[config.mk]
export PLATFORM = sky130hd
export DESIGN_NAME = hamming_encoder
export DESIGN_NICKNAME = d
export VERILOG_FILES = /design/src/rtl/hamming_encoder.sv
export SDC_FILE = /design/constraint.sdc
export NUM_CORES = 1
export LEC_CHECK = 0
export ABC_AREA = 1
export BUFFER_PORTS_ARGS = -buffer_cell sky130_fd_sc_hd__buf_2
export CORE_UTILIZATION = 59
export DETAILED_ROUTE_END_ITERATION = 7
export PLACE_DENSITY = 0.9
export SYNTH_ARGS = -nofsm -noshare
export SYNTH_HDL_FRONTEND = slang
export SYNTH_SLANG_ARGS = --single-unit
[constraint.sdc]
create_clock -name clk -period 3.8 [get_ports clk]
set_input_delay 0.76 -clock clk [delete_from_list [all_inputs] [get_ports clk]]
set_output_delay 0.76 -clock clk [all_outputs]
set_load 0.01 [all_outputs]
[src/rtl/hamming_encoder.sv]
// Hamming(7,4) encoder with a small valid/ready output queue, a one-shot
// single-bit error-injection hook and a completed-transfer counter.
// Codeword bit k holds Hamming position k+1. Parity sits at positions 1, 2 and 4.
module hamming_encoder #(
   parameter int DEPTH = 2,
   parameter int CNT_W = 16
) (
   input  logic             clk,
   input  logic             reset,
   input  logic             in_valid,
   output logic             in_ready,
   input  logic [3:0]       in_data,
   output logic             out_valid,
   input  logic             out_ready,
   output logic [6:0]       out_data,
   input  logic             inj_req,
   input  logic [2:0]       inj_pos,
   output logic             inj_pending,
   output logic [CNT_W-1:0] word_count
);

   localparam int PW = (DEPTH > 1) ? $clog2(DEPTH) : 1;
   localparam int OW = $clog2(DEPTH + 1);

   typedef struct packed {
      logic       pending;
      logic [2:0] pos;
   } inj_t;

   inj_t                  inj_q;
   logic [DEPTH-1:0][6:0] mem;
   logic [PW-1:0]         wr_ptr, rd_ptr;
   logic [OW-1:0]         occ;
   logic                  run;       // holds in_ready low until the first edge after reset
   logic                  push, pop;
   logic [6:0]            enc, flip, wr_word;

   function automatic logic [6:0] encode(input logic [3:0] d);
      logic [6:0] c;
      c[2] = d[0];
      c[4] = d[1];
      c[5] = d[2];
      c[6] = d[3];
      c[0] = c[2] ^ c[4] ^ c[6];
      c[1] = c[2] ^ c[5] ^ c[6];
      c[3] = c[4] ^ c[5] ^ c[6];
      return c;
   endfunction

   function automatic logic [PW-1:0] ptr_inc(input logic [PW-1:0] p);
      return (p == PW'(DEPTH - 1)) ? '0 : p + PW'(1);
   endfunction

   assign in_ready    = run && (occ < OW'(DEPTH));
   assign out_valid   = (occ != '0);
   assign out_data    = out_valid ? mem[rd_ptr] : '0;
   assign push        = in_valid && in_ready;
   assign pop         = out_valid && out_ready;
   assign inj_pending = inj_q.pending;

   // Encode the payload and apply the armed flip (state from before this edge).
   always_comb begin
      flip = '0;
      enc  = encode(in_data);
      for (int k = 0; k < 7; k++)
         flip[k] = inj_q.pending && (inj_q.pos == 3'(k + 1));
      wr_word = enc ^ flip;
   end

   // Input enable comes up one edge after reset is released.
   always_ff @(posedge clk or posedge reset) begin
      if (reset) run <= 1'b0;
      else       run <= 1'b1;
   end

   // Circular queue; reset discards contents.
   always_ff @(posedge clk or posedge reset) begin
      if (reset) begin
         mem    <= '0;
         wr_ptr <= '0;
         rd_ptr <= '0;
         occ    <= '0;
      end else begin
         if (push) begin
            mem[wr_ptr] <= wr_word;
            wr_ptr      <= ptr_inc(wr_ptr);
         end
         if (pop) rd_ptr <= ptr_inc(rd_ptr);
         case ({push, pop})
            2'b10:   occ <= occ + OW'(1);
            2'b01:   occ <= occ - OW'(1);
            default: occ <= occ;
         endcase
      end
   end

   // Injection arm/consume; a new request wins over consumption on the same edge.
   always_ff @(posedge clk or posedge reset) begin
      if (reset) begin
         inj_q <= '0;
      end else if (inj_req && (inj_pos != 3'd0)) begin
         inj_q.pending <= 1'b1;
         inj_q.pos     <= inj_pos;
      end else if (push && inj_q.pending) begin
         inj_q <= '0;
      end
   end

   // Completed output transfers, wrapping naturally.
   always_ff @(posedge clk or posedge reset) begin
      if (reset)    word_count <= '0;
      else if (pop) word_count <= word_count + CNT_W'(1);
   end

endmodule
==> results of run 1 <==
stage by stage:
step	area (um^2)	cells	worst slack (ns)	power (uW)	hold slack (ns)
6_report	2410	360	1.55	1430	0.500
2_1_floorplan	2110	270	2.07	1040	0.444
5_1_grt	2410	360	1.40	1550	0.518
3_3_place_gp	2360	353	1.93	1180	0.464
4_1_cts	2410	360	1.55	1430	0.499
3_5_place_dp	2360	353	1.85	1210	0.470
worst max-delay path, delay by kind of cell (launching register included):
| family | cells | cell delay [ns] |
|---|---|---|
| compound gates | 2 | 0.13 |
| buf+inv | 2 | 0.24 |
| flops | 1 | 0.48 |
| simple gates | 1 | 0.29 |
flip-flops by register name, indices dropped and copies added, names as in the netlist:
name and cells:
inj_pending 1, inj_q 3, mem 14, occ 2
rd_ptr 1, run 1, word_count 16, wr_ptr 1
power breakdown:
group	internal (uW)	total [uW]	switching (uW)
Combinational	218	532	314
Sequential	544	676	132
Clock	85.8	225	140
final cells by class:
cell class                      count  area (um^2)  share of cell area [%]
Clock buffer                        6         51.3                    2.12
Clock inverter                      1         5.00                   0.207
Inverter                           35          131                    5.44
Multi-Input combinational cell    195         1000                    41.5
Sequential cell                    39          976                    40.4
Tap cell                           46         57.6                    2.38
Timing Repair Buffer               38          193                    7.98
kinds of logic (layout without fill, tap and decap cells):
family,Yosys count,in the layout
simple gates,161,161
flops,39,39
buf+inv,36,80
compound gates,17,17
xor+xnor,14,14
fa+ha+maj,2,2
other cells,1,1
cell usage in the layout, fill, tap and decap left out, types with 2 or more instances in the layout:
cell      Yosys  final
nand2_1     104    104
dfrtp_1      39     39
buf_2         0     37
inv_1        33     33
nand3_1      23     23
nor2_1       10     10
nand4_1       8      8
a21oi_1       8      8
xnor2_1       7      7
xor2_1        7      7
nor2_2        6      6
clkbuf_4      0      5
o21ai_0       4      4
nor2_8        3      3
o21ai_1       3      3
inv_2         2      2
ha_1          2      2
cell usage after synthesis:
library cell	instances
nand2_1	104
dfrtp_1	39
inv_1	33
nand3_1	23
nor2_1	10
a21oi_1	8
nand4_1	8
xnor2_1	7
xor2_1	7
nor2_2	6
o21ai_0	4
nor2_8	3
o21ai_1	3
ha_1	2
inv_2	2
and3_1	1
clkbuf_1	1
conb_1	1
nand2_2	1
nand2_4	1
nand3_2	1
nand3_4	1
nor2_4	1
nor3_1	1
o21ai_2	1
o21bai_1	1
per-layer routing:
| metal | up-vias | GRT usage [%] | part of all wire, % |
|---|---|---|---|
| met4 | 0 | 9.52 | 1.2 |
| met1 | 849 | 34.5 | 46 |
| met3 | 6 | 6.63 | 6.2 |
| li1 | 939 | - | - |
| met2 | 66 | 42.5 | 47 |
| met5 | - | 0 | 0 |
worst max-delay path by stage:
stage	startpoint	slack (ns)	cells after the start	end
after floorplan	occ[0]$_DFFE_PP0P_	2.07	4	out_data[6]
after global placement	out_ready	1.93	7	occ[1]$_DFFE_PP0P_
after detailed placement	out_ready	1.85	7	occ[1]$_DFFE_PP0P_
after CTS	occ[0]$_DFFE_PP0P_	1.55	5	out_data[6]
after global routing	occ[0]$_DFFE_PP0P_	1.40	5	out_data[6]
final	occ[0]$_DFFE_PP0P_	1.55	5	out_data[6]
==> summary.txt, run 1 <==
STA
  • Final setup TNS: 0 ns
  • Slew HR: just over 50%
  • Final-report max-slew violation count: 0
  • Min Tclk post-route: ~2.2 ns
  • Fmax: 444 MHz
  • Skew final: approximately 0.0034 ns
  • Unrepaired setup endpoints after global routing: no
  • Final Hold Fails: 0
  • Setup violations, final: 0
  • Period Utilization, post-route: roughly three fifths
  • Slew at the pin closest to its max-slew limit: 0.739 ns

Clock network
  • Clk sinks: 39
  • Hold buffers post-CTS: 0
  • Cts bufs inserted: 5
  • Post-CTS Resized: 0
  • CTS tree: yes
  • Root buffer selected by CTS: clkbuf_4
  • Clk pin slew, worst setup/hold paths: about 0.12 ns
  • Clock buffer depth: 2
  • Post-CTS setup buffers: 0
  • Skew-Pair Late Insertion Delay: ~0.35 ns
  • H-tree Lvls: 2

Synth
  • Yosys top cell by area: dfrtp_1
  • Distinct cells, synth: 26
  • Sequential fraction of the synthesis area: a little under half
  • Cell Area, Synth: roughly 2100 um^2
  • Yosys top cell area share: 46.2%
  • Largest family of logic cells by synthesized area: simple AND/OR/NAND/NOR gates
  • Post-synth net total: between 200 and 300
  • Avg Cell Area, Syn: between 7 and 8 um^2
  • Xor/xnor cell area share of the yosys netlist: 5.81%
  • Syn Inst Count: 270
  • Post-synthesis adder-cell area fraction: 1.18%
  • Synth top area cells: dfrtp_1 (46%), nand2_1 (18%), inv_1 (5.9%), nand3_1 (5.5%), xnor2_1 (2.9%)
  • Mux cell area share after synthesis: 0%
  • Synth Warn #: 0
  • Synth Area in Compound Gates: 4.32%
  • Synth Area in Simple Gates: 35.9%
  • Yosys reg bits: 39

Drt
  • 1st-iter DRT viols: approximately 140
  • DR WL/cell: 12.3 um
  • Vias per cell: between 5 and 6
  • Vias post-DR: 1,860
  • Drt total wl: roughly 4.4 mm
  • Post-route ant nets: 0
  • Drt first pass iters: 4
  • Drc violations: 0

Floorplanning
  • Cell row count: 21
  • DIE WIDTH: a little over 60 um
  • Core Area: 3390 um^2
  • Initial Utilization: between 60% and 70%
  • Die height: 61.8 um
  • Die Footprint: about 3800 um^2
  • # IOs: 38

Critical path
  • Critical path peak fanout: 8
  • CP Data Required Time: roughly 3.0 ns
  • CP Launch Type: flip-flop
  • FF-to-FF End: occ[1]$_DFFE_PP0P_
  • Slowest stage delay, CP: 0.48 ns
  • Critical path class: reg -> out
  • Slowest CP cell: dfrtp_1
  • Setup crit end kind: primary output
  • Worst R2R Path Depth: 6
  • WP data arrival: approximately 1.5 ns
  • R2R setup slack: 2.11 ns
  • R2r startpoint: occ[0]$_DFFE_PP0P_
  • Worst-path cell chain: nor2_4, inv_1, o21ai_0, a21oi_1, buf_2

Global route
  • Vias in the first global route: 1,715
  • Grt total ovfl: 0
  • Global-route wire length before repair: ~7.4 mm
  • Pin count of the biggest net entering global routing: 21
  • Initial antenna violation count: 0
  • Gr usage total: about a quarter

Layout
  • Filler cell count: ~270
  • Share of layout cells above drive strength 1: between 10% and 20%
  • Final Net Count: between 300 and 400
  • Final Core Density: a little under three quarters
  • Area Overhead vs Synth: 14.3%
  • Ant diodes: 0

Min path
  • Hold EP: mem[6]$_DFFE_PP0P_
  • HP Start: mem[6]$_DFFE_PP0P_
  • Hold Path Stages: 2
  • HP Class: reg -> reg

Placed design
  • Number of port buffers: 37
  • HPWL after DPL: roughly 3.3 mm
  • Gpl congestion: between 0.8 and 0.9

Pwr
  • Pleak: around 0.0013 uW
  • Power density over cell area: approximately 590 nW/um^2
  • Peak supply drop: ~0.28 mV

Run
  • Max Cap Violations: 0

Status
  • Status: complete, no violations
Power figures use the tool's default switching activity.
==> inputs of run 2 (changes only) <==
--- a/config.mk
+++ b/config.mk
@@ -7,9 +7,9 @@
 export LEC_CHECK = 0
 export ABC_AREA = 1
 export BUFFER_PORTS_ARGS = -buffer_cell sky130_fd_sc_hd__buf_2
-export CORE_UTILIZATION = 59
+export CORE_UTILIZATION = 55
 export DETAILED_ROUTE_END_ITERATION = 7
-export PLACE_DENSITY = 0.9
+export PLACE_DENSITY = 0.85
 export SYNTH_ARGS = -nofsm -noshare
 export SYNTH_HDL_FRONTEND = slang
 export SYNTH_SLANG_ARGS = --single-unit
==> constraint.sdc (replaced) <==
create_clock -name clk -period 2.2 [get_ports clk]
set_input_delay 0.44 -clock clk [delete_from_list [all_inputs] [get_ports clk]]
set_output_delay 0.44 -clock clk [all_outputs]
set_load 0.01 [all_outputs]
==> run 2 against run 1 <==
Sequential share of layout area down 0.82 points. Global-route usage down 2.8 points. Sequential power up 72%. Via count down 2.6%. Die area up 7.0%. Register-to-register slack worse by 1.6 ns. Non-clock buffer count unchanged. Power up 83%.
==> summary.txt, run 2 (synthesis results as in run 1) <==
Pwr
  • Sw Pwr: 1020 uW
  • Power density over cell area: 1060 nW/um^2
  • Post-layout power: around 2600 uW
  • Logic pwr share: about a third
  • Switch share: about two fifths
  • Clock power frac: approximately 21%
  • Pleak: 0.00136 uW
  • Peak supply drop: 0.563 mV
  • Pint: about 1600 uW
  • Part of the power in registers: between 40% and 50%

Critical path
  • Worst R2R Path Depth: 6
  • R2r startpoint: occ[0]$_DFFE_PP0P_
  • CP Launch Point: occ[0]$_DFFE_PP0P_
  • Worst-path cell chain: nor2_4, inv_1, o21ai_0, a21oi_1, buf_2
  • Critical path peak fanout: 8
  • R2R setup slack: 0.53 ns
  • Slowest stage delay, CP: 0.47 ns
  • WP data arrival: 1.41 ns
  • Slowest CP cell: dfrtp_1
  • Setup crit end kind: primary output
  • Buffers & Inverters on Critical Path: 2
  • FF-to-FF End: occ[1]$_DFFE_PP0P_
  • Critical path class: reg -> out
  • Stages on worst setup path: 5
  • CP Launch Type: flip-flop
  • CP delay by family, top: flip-flops
  • CP Data Required Time: about 1.8 ns
  • Crit path to: out_data[6]

STA
  • Hold WS: 0.246 ns
  • Min Tclk post-route: approximately 1.8 ns
  • Final setup TNS: 0 ns
  • Period Utilization, post-route: roughly 84%
  • Skew final: 0.00244 ns
  • Fmax: around 540 MHz
  • Worst Setup Slack, final: around 0.35 ns
  • Unrepaired setup endpoints after global routing: no
  • Setup violations, final: 0
  • Final-report max-slew violation count: 0
  • Final Hold Fails: 0

Global route
  • Global-route wire length before repair: about 7.3 mm
  • Pin count of the biggest net entering global routing: 40
  • Gr usage total: roughly a quarter
  • Initial antenna violation count: 0
  • Vias in the first global route: about 1,600
  • Grt total ovfl: 0

Placed design
  • Number of port buffers: 37
  • Area after DPL: 2360 um^2
  • Gpl congestion: between 0.8 and 0.9
  • HPWL after DPL: between 3 and 4 mm
  • DP Worst Slack: 0.536 ns

Floorplanning
  • Initial Utilization: ~58%
  • DIE WIDTH: 64.0 um
  • Core Area: about 3700 um^2
  • Die Footprint: slightly above 4000 um^2
  • Die height: roughly 64 um
  • Cell row count: 22
  • # IOs: 38

Status
  • Status: complete, no violations

Drt
  • Post-route ant nets: 0
  • DR WL/cell: 11.6 um
  • Drt total wl: roughly 4.2 mm
  • Drc violations: 0
  • Vias per cell: 4.99
  • Vias post-DR: roughly 1,800
  • 1st-iter DRT viols: between 100 and 150
  • Drt first pass iters: 4

Layout
  • Commonest non-fill, non-tap cell in the layout: nand2_1
  • Final Instance Area: about 2500 um^2
  • Max FFs per register: 16
  • Largest Register: word_count
  • Share of layout cells above drive strength 1: between 20% and 30%
  • Most frequent cells in the layout: nand2_1 (104), dfrtp_1 (39), buf_2 (37), inv_1 (33), nand3_1 (23)
  • Ant diodes: 0
  • Area Overhead vs Synth: 16.7%
  • Largest regs: word_count: 16 flops, mem: 14 flops, inj_q: 3 flops
  • Final Net Count: approximately 330

Clock network
  • CTS tree: yes
  • Post-CTS Resized: 0
  • Clk pin slew, worst setup/hold paths: ~0.07 ns
  • Post-CTS setup buffers: 0
  • Root buffer selected by CTS: clkbuf_8
  • Clk sinks: 39
  • Cts bufs inserted: 5
  • Hold buffers post-CTS: 0
  • H-tree Lvls: 2
  • Clock buffer depth: 2
  • Skew-Pair Late Insertion Delay: between 0.2 and 0.3 ns

Run
  • Max Cap Violations: 0

Min path
  • HP Class: in -> async
run 2: worst min-delay path by stage:
stage / slack, ns / from / depth (start not counted) / endpoint
after detailed placement: 0.47 / mem[2]$_DFFE_PP0P_ / 2 / mem[2]$_DFFE_PP0P_
after global routing: 0.28 / reset / 3 / word_count[5]$_DFFE_PP0P_
final: 0.25 / reset / 3 / word_count[4]$_DFFE_PP0P_
after CTS: 0.27 / reset / 3 / word_count[3]$_DFFE_PP0P_
after global placement: 0.46 / mem[7]$_DFFE_PP0P_ / 2 / mem[7]$_DFFE_PP0P_
after floorplan: 0.44 / mem[6]$_DFFE_PP0P_ / 2 / mem[6]$_DFFE_PP0P_
run 2: power groups by stage:
| stage | Sequential, uW | Clock, uW | Combinational (uW) |
|---|---|---|---|
| final | 1160 | 537 | 920 |
| after global placement | 1160 | 0 | 890 |
| after global routing | 1190 | 589 | 1050 |
| after CTS | 1160 | 545 | 929 |
| after floorplan | 1140 | 0 | 653 |
| after detailed placement | 1170 | 0 | 920 |
run 2: metal layers:
metal,wire (um),vias to the layer above,GRT usage (%),share of wire [%]
met3,190,4,7.32,4.5
li1,-,935,-,-
met1,1990,832,32.4,47
met4,45,0,7.95,1.1
met5,0,-,0,0
met2,2000,40,35.1,47
run 2: area by class of cell:
cell class	count	area (um^2)
clock buffer	7	96.3
clock inverter	1	7.51
fill	287	1200
inverter	35	131
multi-input combinational	195	1000
sequential	39	976
tap	48	60.1
timing repair buffer	38	193
run 2: worst min-delay path: stages:
cell,delay [ns]
buf_2,0.09
inv_1,0.04
buf_4,0.40
run 2: stage by stage:
step / util [%] / cells
after floorplan: - / 270
after global placement: 64.5 / 355
after detailed placement: 64.5 / 355
after CTS: 67.3 / 363
after global routing: 67.3 / 363
final: 67.3 / 363
==> inputs of run 3 (changes only) <==
--- a/config.mk
+++ b/config.mk
@@ -7,9 +7,9 @@
 export LEC_CHECK = 0
 export ABC_AREA = 1
 export BUFFER_PORTS_ARGS = -buffer_cell sky130_fd_sc_hd__buf_2
-export CORE_UTILIZATION = 55
+export CORE_UTILIZATION = 50
 export DETAILED_ROUTE_END_ITERATION = 7
-export PLACE_DENSITY = 0.85
+export PLACE_DENSITY = 0.82
 export SYNTH_ARGS = -nofsm -noshare
 export SYNTH_HDL_FRONTEND = slang
 export SYNTH_SLANG_ARGS = --single-unit
==> constraint.sdc (replaced) <==
create_clock -name clk -period 1.5 [get_ports clk]
set_input_delay 0.3 -clock clk [delete_from_list [all_inputs] [get_ports clk]]
set_output_delay 0.3 -clock clk [all_outputs]
set_load 0.01 [all_outputs]
==> run 3 against run 2 <==
Die area rose by 9.7%. Power rose by 60%. Non-clock buffer count rose by 13. Via count rose by 2.8%. Critical endpoint is now out_data[5]. Global-route usage fell by 1.2 points. The run now ends with negative setup slack left.
==> summary.txt, run 3 (synthesis results as in run 1) <==
STA
  • Skew final: ~0.0067 ns
  • Unrepaired setup endpoints after global routing: yes
  • Worst Setup Slack, final: -0.00413 ns
  • Period Utilization, post-route: 100%
  • Final Hold Fails: 0
  • Min Tclk post-route: ~1.5 ns
  • Final-report max-slew violation count: 0
  • Fmax: between 600 and 700 MHz
  • Setup violations, final: 4
  • Final setup TNS: -0.00889 ns

Floorplanning
  • # IOs: 38
  • Die Footprint: 4490 um^2
  • Core Area: 4030 um^2
  • Initial Utilization: between 50% and 60%
  • Cell row count: 23
  • DIE WIDTH: roughly 67 um
  • Die height: 67.0 um

Layout
  • Most frequent cells in the layout: nand2_1 (101), dfrtp_1 (37), buf_2 (37), inv_1 (31), nand3_1 (23)
  • Commonest non-fill, non-tap cell in the layout: nand2_1
  • Final Instance Area: 2610 um^2
  • Largest Register: word_count
  • Area Overhead vs Synth: 23.6%
  • Final Net Count: about 340
  • Filler cell count: ~360
  • Share of layout cells above drive strength 1: between 20% and 30%
  • Max FFs per register: 16
  • Ant diodes: 0
  • Largest regs: word_count: 16 flops, mem: 14 flops, inj_q: 3 flops

Min path
  • HP Class: in -> async

Placed design
  • Area after DPL: 2430 um^2
  • HPWL after DPL: 3.32 mm
  • Number of port buffers: 37
  • Gpl congestion: 0.766

Drt
  • Post-route ant nets: 0
  • 1st-iter DRT viols: approximately 170
  • Drt first pass iters: 4
  • DR WL/cell: 12.2 um
  • Vias per cell: about 5
  • Drt total wl: around 4.6 mm
  • Drc violations: 0
  • Vias post-DR: 1,862

Clock network
  • H-tree Lvls: 2
  • Clk pin slew, worst setup/hold paths: 0.07 ns
  • Clock buffer depth: 2
  • Clk sinks: 39
  • CTS tree: yes
  • Root buffer selected by CTS: clkbuf_8
  • Skew-Pair Late Insertion Delay: a little under 0.3 ns
  • Cts bufs inserted: 5

Critical path
  • Critical path class: reg -> out
  • Critical path peak fanout: 6
  • Worst R2R Path Depth: 7
  • Slowest CP cell: dfrtp_2
  • Slowest stage delay, CP: between 0.4 and 0.5 ns
  • Worst-path cell chain: nor2_4, buf_6, a21oi_2, buf_2
  • CP Data Required Time: about 1.2 ns
  • Setup crit end kind: primary output
  • CP Launch Type: flip-flop
  • WP data arrival: about 1.2 ns

Global route
  • Initial antenna violation count: 0
  • Pin count of the biggest net entering global routing: 21
  • Vias in the first global route: between 1,500 and 2,000
  • Grt total ovfl: 0
  • Global-route wire length before repair: around 7.4 mm
  • Gr usage total: between 20 and 25%

Run
  • Max Cap Violations: 0

Status
  • Failing checks: negative setup slack
  • Status: complete, but fails checks

Pwr
  • Peak supply drop: between 0.6 and 0.7 mV
  • Pleak: approximately 0.0014 uW
  • Power density over cell area: 1600 nW/um^2
==> run 3: worst paths after layout <==
| path | start | to | slack (ns) |
|---|---|---|---|
| max | occ[1]$_DFFE_PP0P_ | out_data[5] | -0.004 |
| min | reset | word_count[6]$_DFFE_PP0P_ | 0.05 |
| max reg2reg | occ[1]$_DFFE_PP0P_ | occ[1]$_DFFE_PP0P_ | -0.004 |
| min reg2reg | mem[12]$_DFFE_PP0P_ | mem[12]$_DFFE_PP0P_ | 0.49 |
| max in group asynchronous | reset | rd_ptr$_DFFE_PP0P_ | 1.23 |
| min in group clk | inj_pos[1] | inj_q[1]$_DFFE_PP0P_ | 0.22 |
==> run 3: layer usage <==
layer  track usage (%)  vias up  routed length (um)
met1              30.3      865                2100
met4              6.38        0                  39
met2              34.8       35                2290
met5                 0        -                   0
li1                  -      958                   -
met3              5.65        4                 179
==> run 3: worst max-delay path, delay by kind of cell (launching register included) <==
kind                   cells  cell delay, ns
buffers and inverters      2            0.28
DFF                        1            0.44
AOI/OAI and AO/OA          1            0.04
and+or+nand+nor            1            0.15
==> run 3: area by class of cell <==
| type | count | area [um^2] | area share [%] |
|---|---|---|---|
| Timing Repair Buffer | 51 | 302 | 11.5 |
| Clock buffer | 7 | 76.3 | 2.92 |
| Inverter | 35 | 139 | 5.32 |
| Tap cell | 50 | 62.6 | 2.40 |
| Clock inverter | 1 | 5.00 | 0.192 |
| Multi-Input combinational cell | 195 | 1050 | 40.2 |
| Sequential cell | 39 | 978 | 37.5 |
==> run 3: timing repair <==
item | in CTS | in global routing
resized for setup | 2 | 18
pin swaps | 1 | 2
hold buffers | 0 | 0
setup buffers | 4 | 3
endpoints found under the hold margin | 0 | 0
setup endpoints to repair | 8 | 8
==> run 3: metrics by stage <==
| stage | util, % | power, uW | setup WS, ns | hold slack, ns | cells |
|---|---|---|---|---|---|
| after floorplan | - | 2660 | 0.0564 | 0.424 | 270 |
| final | 64.8 | 4180 | -0.00413 | 0.0466 | 378 |
| after global placement | 60.2 | 3130 | 0.128 | 0.363 | 363 |
| after detailed placement | 60.2 | 3210 | 0.0477 | 0.368 | 363 |
| after global routing | 64.8 | 4500 | -0.0849 | 0.0630 | 378 |
| after CTS | 63.0 | 3980 | -0.000220 | 0.0556 | 375 |
==> run 3: report_power, final <==
part | switching, uW | total (uW) | leakage (uW) | internal, uW
Sequential | 304 | 1690 | 0.000492 | 1390
Clock | 353 | 679 | 0.0000422 | 326
Combinational | 988 | 1810 | 0.000881 | 820
Total | 1650 | 4180 | 0.00142 | 2530
